<file path="src/rtl/scan_extreme_engine_pkg.sv">
// Shared definitions for the block-RAM extreme-value scanner: FSM state encodings and
// compare-mode constants.
package scan_extreme_engine_pkg;

  typedef enum logic [1:0] {
    S_IDLE  = 2'd0,
    S_ISSUE = 2'd1,
    S_DRAIN = 2'd2,
    S_DONE  = 2'd3
  } state_t;

  localparam logic MODE_MAX = 1'b0;
  localparam logic MODE_MIN = 1'b1;

endpackage

</file>
<file path="src/rtl/extreme_cmp.sv">
// Combinational comparator: asserts take_b when candidate b strictly improves on current a,
// for max or min, signed or unsigned.
module extreme_cmp
  import scan_extreme_engine_pkg::*;
#(
  parameter int DATA_W = 16
) (
  input  logic [DATA_W-1:0] a,
  input  logic [DATA_W-1:0] b,
  input  logic              mode_min,
  input  logic              is_signed,
  output logic              take_b
);

  // One extra bit lets a single signed compare cover both number formats.
  logic signed [DATA_W:0] ax;
  logic signed [DATA_W:0] bx;

  always_comb begin
    ax     = {is_signed & a[DATA_W-1], a};
    bx     = {is_signed & b[DATA_W-1], b};
    take_b = (mode_min == MODE_MIN) ? (bx < ax) : (bx > ax);
  end

endmodule

</file>
<file path="src/rtl/scan_extreme_engine.sv">
// Scans n consecutive RAM words from startaddr (wrapping) and reports the max/min word and
// its address, with a start/done handshake and a configurable RAM read latency.
module scan_extreme_engine
  import scan_extreme_engine_pkg::*;
#(
  parameter int DATA_W = 16,
  parameter int ADDR_W = 8,
  parameter int RD_LAT = 1
) (
  input  logic              mclk,
  input  logic              reset,
  input  logic              start,
  input  logic [ADDR_W-1:0] startaddr,
  input  logic [ADDR_W-1:0] n,
  input  logic              mode_min,
  input  logic              is_signed,
  output logic [ADDR_W-1:0] addra,
  output logic              ena,
  input  logic [DATA_W-1:0] douta,
  output logic              busy,
  output logic              done,
  output logic [DATA_W-1:0] result,
  output logic [ADDR_W-1:0] result_idx,
  output logic              empty
);

  state_t state, state_nxt;

  logic [ADDR_W-1:0] base;
  logic [ADDR_W-1:0] cnt;
  logic [ADDR_W-1:0] count;
  logic              mode_min_l;
  logic              is_signed_l;

  logic [RD_LAT-1:0] vld_p;
  logic [ADDR_W-1:0] addr_p [RD_LAT];

  logic [DATA_W-1:0] acc;
  logic [ADDR_W-1:0] acc_idx;
  logic              acc_have;
  logic [DATA_W-1:0] acc_nxt;
  logic [ADDR_W-1:0] idx_nxt;
  logic              take_b;
  logic              hit;
  logic              pending;
  logic              accept;

  extreme_cmp #(.DATA_W(DATA_W)) u_cmp (
    .a        (acc),
    .b        (douta),
    .mode_min (mode_min_l),
    .is_signed(is_signed_l),
    .take_b   (take_b)
  );

  assign accept = (state == S_IDLE) && start;
  assign ena    = (state == S_ISSUE);
  assign addra  = ena ? (base + cnt) : '0;
  assign busy   = (state == S_ISSUE) || (state == S_DRAIN);
  assign done   = (state == S_DONE);

  // Tags still short of the last stage mean data is yet to arrive.
  always_comb begin
    pending = 1'b0;
    for (int i = 0; i < RD_LAT - 1; i++) pending = pending | vld_p[i];
  end

  always_comb begin
    state_nxt = state;
    case (state)
      S_IDLE:  if (start) state_nxt = (n == '0) ? S_DONE : S_ISSUE;
      S_ISSUE: if ((cnt + ADDR_W'(1)) == count) state_nxt = S_DRAIN;
      S_DRAIN: if (!pending) state_nxt = S_DONE;
      S_DONE:  state_nxt = S_IDLE;
      default: state_nxt = S_IDLE;
    endcase
  end

  // Read-return stage: first word loads unconditionally, later ones only on strict improvement.
  always_comb begin
    hit     = vld_p[RD_LAT-1] && (!acc_have || take_b);
    acc_nxt = hit ? douta : acc;
    idx_nxt = hit ? addr_p[RD_LAT-1] : acc_idx;
  end

  always_ff @(posedge mclk) begin
    if (!reset) begin
      state      <= S_IDLE;
      vld_p      <= '0;
      acc_have   <= 1'b0;
      result     <= '0;
      result_idx <= '0;
      empty      <= 1'b0;
    end else begin
      state    <= state_nxt;
      vld_p[0] <= ena;
      for (int i = 1; i < RD_LAT; i++) vld_p[i] <= vld_p[i-1];
      if (accept) acc_have <= 1'b0;
      else if (hit) acc_have <= 1'b1;
      if (state_nxt == S_DONE) begin
        if (state == S_IDLE) begin
          result     <= '0;
          result_idx <= '0;
          empty      <= 1'b1;
        end else begin
          result     <= acc_nxt;
          result_idx <= idx_nxt;
          empty      <= 1'b0;
        end
      end
    end
  end

  // Issue stage: scan parameters, address counter and the address tags riding with reads.
  always_ff @(posedge mclk) begin
    if (accept) begin
      base        <= startaddr;
      count       <= n;
      mode_min_l  <= mode_min;
      is_signed_l <= is_signed;
      cnt         <= '0;
    end else if (state == S_ISSUE) begin
      cnt <= cnt + ADDR_W'(1);
    end
    addr_p[0] <= addra;
    for (int i = 1; i < RD_LAT; i++) addr_p[i] <= addr_p[i-1];
    acc     <= acc_nxt;
    acc_idx <= idx_nxt;
  end

endmodule

</file>
<file path="config.mk">
export PLATFORM = sky130hd
export DESIGN_NAME = scan_extreme_engine
export DESIGN_NICKNAME = d
export VERILOG_FILES = /design/src/rtl/scan_extreme_engine_pkg.sv /design/src/rtl/extreme_cmp.sv /design/src/rtl/scan_extreme_engine.sv
export SDC_FILE = /design/constraint.sdc
export NUM_CORES = 1
export LEC_CHECK = 0
export BUFFER_PORTS_ARGS = -buffer_cell sky130_fd_sc_hd__buf_2
export CAP_MARGIN = 40
export CORE_ASPECT_RATIO = 1.25
export CORE_MARGIN = 5
export CORE_UTILIZATION = 43
export DETAILED_ROUTE_END_ITERATION = 10
export PLACE_DENSITY = 0.7
export SYNTH_ARGS = -nofsm -noshare
export SYNTH_HDL_FRONTEND = slang
export SYNTH_SLANG_ARGS = --single-unit
</file>
<file path="constraint.sdc">
create_clock -name mclk -period 3.7 [get_ports mclk]
set_input_delay 0.74 -clock mclk [delete_from_list [all_inputs] [get_ports mclk]]
set_output_delay 0.74 -clock mclk [all_outputs]
set_load 0.01 [all_outputs]
</file>
==> flow_summary.yaml <==
status:
  status: "complete, no violations"
timing:
  max_slew.worst_pin.slew_ns: 0.665
  finClkSkew_ns: 0.00388
  rsz0062_at_grt: "no"
  hold_viol: 0
  relSlewSlack_pct: 55.7
  fin_crit_sh_pct: 88.9
  setup_viol: 0
  drv_slew: 0
  fin_crit_ns: 3.29
  final.setup.tns_ns: 0
  fmax_ghz: 0.304
setup_path:
  crit_cells: 10
  crit_family: "compound AO/OA/AOI/OAI gates"
  r2r-end: "result_idx[7]"
  cpMostUsedCell: "a21oi_1"
  ff2ff_path_depth: 11
  critical_path.max_fanout: 8
  worst-setup-path-type: "reg2out"
  r2r_slack_ns: 0.70
  crit_required_ns: 2.96
  critPathCapture: "addra[7]"
  endpoint_kind: "output port"
  startpoint_type: "flip-flop"
  slowest_stage: "dfxtp_1"
  r2r-start: "acc[4]"
  worstSetupStartpoint: "cnt[1]"
  worst-path-buf-inv: 1
  arrival_ns: 2.55
  crit_chain: "ha_1 > a21o_1 > a21oi_1 > o21bai_1 > a21oi_1 > o21bai_1 > a21oi_1 > xnor2_1 > and2_1 > buf_2"
  slowest_delay_ns: 0.51
clock_tree:
  root_buffer: "clkbuf_16"
  numCtsBuffers: 9
  cts_setup_buffers: 0
  post_cts_resized: 0
  cts_tree: "yes"
  hold_buffers: 0
  htreeDepth: 3
  clk_pin_slew_ns: 0.06
  insertion_delay_ns: 0.33
  cts_buffer_depth: 2
  clock_sinks: 87
floorplanning:
  dieArea_mm2: 0.0111
  die_h_um: 117
  initial_core_util_pct: 43.3
  die_w_um: 95.3
  ioPinCount: 73
  rows: 39
  core_area_mm2: 0.00903
power:
  p_sw_w: 0.00120
  internal-power_w: 0.00252
  clockPowerShare_pct: 26.3
  peakVddDrop_uv: 460
  power_density_mw_per_mm2: 783
  p_seq_share_pct: 38.0
  power_frac_comb_pct: 35.7
  power.total_w: 0.00372
  leakage_nw: 2.19
  switching_share_pct: 32.2
drt:
  routedWlPerCell_um: 14.4
  remaining_drc_errors: 0
  drt_wl_total_um: 7780
  num_vias: 2722
  via_per_inst: 5.02
  drt_iter0_markers: 75
  drt.antenna.violating_nets: 0
  dr.pass1.iters: 4
placed_design:
  dpl.hpwl_um: 5750
  gp_congestion: 0.758
  port_buffers: 72
logic_synthesis:
  synthFlopType: "dfxtp_1"
  synth_warnings: 0
  async_flop_share_pct: 0
  syn_area_mm2: 0.00391
  syn_area_per_cell_um2: 11.5
  ys_ff_latch: 87
  yosysUniqueCellTypes: 45
  synth_cells: 339
  synth.net_count: 405
  yosysSeqAreaShare_pct: 49.2
  synth_edf_count: 18
grt:
  track_usage_pct: 14.9
  grt_antenna_before_repair: 0
  grt_pass1_vias: 2779
  grt_max_degree: 25
  overflow: 0
  grt_pass1_wl_um: 12900
cells_and_area:
  final_common_cell: "buf_2"
  drive_gt1_share_pct: 28.9
  num_antenna_cells: 0
  area_growth_pct: 21.7
  n_fill_cell: 803
  num-nets-final: 480
  mostFrequentLayoutCells: "72 x buf_2, 69 x dfxtp_1, 28 x ha_1"
worst_hold_path:
  hp-class: "reg2reg"
job:
  drv_cap: 0
[final cells by class]
class / instances / area, um2 / area share (%)
Clock buffer: 10 / 239 / 5.02
Tap cell: 123 / 154 / 3.24
Multi-Input combinational cell: 215 / 1830 / 38.5
Inverter: 24 / 90.1 / 1.89
Sequential cell: 87 / 1920 / 40.4
Timing Repair Buffer: 77 / 430 / 9.05
Clock inverter: 6 / 91.3 / 1.92
[state kept, by name, summed over array words and instances, names as in the netlist]
name	count
mode_min_l	1
vld_p	1
base	8
addr_p	8
acc_have	1
acc	16
result	16
result_idx	8
state	2
count	8
empty	1
acc_idx	8
cnt	8
is_signed_l	1
[synth_stat cells, drive strengths merged, types with 2 or more instances]
cell type	number	area [um2]
mux2	24	345
buf	9	57.6
nand3	9	45.0
mux2i	2	20.0
clkbuf	4	15.0
o211ai	3	22.5
and2	11	68.8
xnor2	12	105
nand2	9	33.8
a22o	24	210
nor3	2	10.0
nor2	17	63.8
nand2b	2	12.5
o21ai	6	30.0
and4	3	26.3
dfxtp	69	1380
a21oi	12	60.1
nor4	3	18.8
o21a	2	15.0
xor2	13	114
edfxtp	18	541
and3	6	37.5
a21o	2	15.0
o21bai	3	22.5
a31oi	3	18.8
inv	24	90.1
ha	28	350
nand4	4	25.0
nor3b	2	20.0
[power by group through the flow]
stage	clock network, W	logic (W)	registers, W
after CTS	0.00100	0.00134	0.00141
after detailed placement	0	0.00133	0.00143
after global placement	0	0.00127	0.00142
after global routing	0.00104	0.00149	0.00144
after floorplan	0	0.000973	0.00141
final	0.000978	0.00133	0.00141
[through the flow]
step	std cells	hold WS (ns)	instance area, um2	util (%)	worst slack (ns)
floorplan	339	0.447	3910	-	0.474
global placement	525	0.450	4410	48.9	0.291
detailed placement	526	0.456	4430	49.0	0.236
CTS	542	0.471	4760	52.7	0.350
global route	542	0.488	4760	52.7	0.114
finish	542	0.469	4760	52.7	0.410
[per-layer routing]
metal	GRT usage [%]	vias to the layer above	share of wire (%)
li1	-	1364	-
met1	18.3	1280	45
met2	24.7	62	48
met3	2.96	16	4.2
met4	7.60	0	2.0
met5	0	-	0
[cell families (layout without fill, tap and decap cells)]
group / Yosys count / count (layout) / synth area share [%]
XOR/XNOR: 25 / 25 / 5.60
AO/OA/AOI/OAI: 65 / 65 / 12.6
buffers and inverters: 37 / 117 / 4.16
flip-flops: 87 / 87 / 49.2
multiplexers: 26 / 26 / 9.35
adder cells (fa/ha/maj): 29 / 29 / 9.48
AND/OR/NAND/NOR: 70 / 70 / 9.64
[worst min-delay path by stage]
stage                 start          to  slack, ns  cells after the start
3_3_place_gp      result[7]   result[7]       0.45                      1
4_1_cts           result[5]   result[5]       0.47                      1
6_report          result[6]   result[6]       0.47                      1
2_1_floorplan  addr_p[0][2]  acc_idx[2]       0.45                      1
5_1_grt          acc_idx[5]  acc_idx[5]       0.49                      1
3_5_place_dp     result[10]  result[10]       0.46                      1
Power figures use the tool's default switching activity.
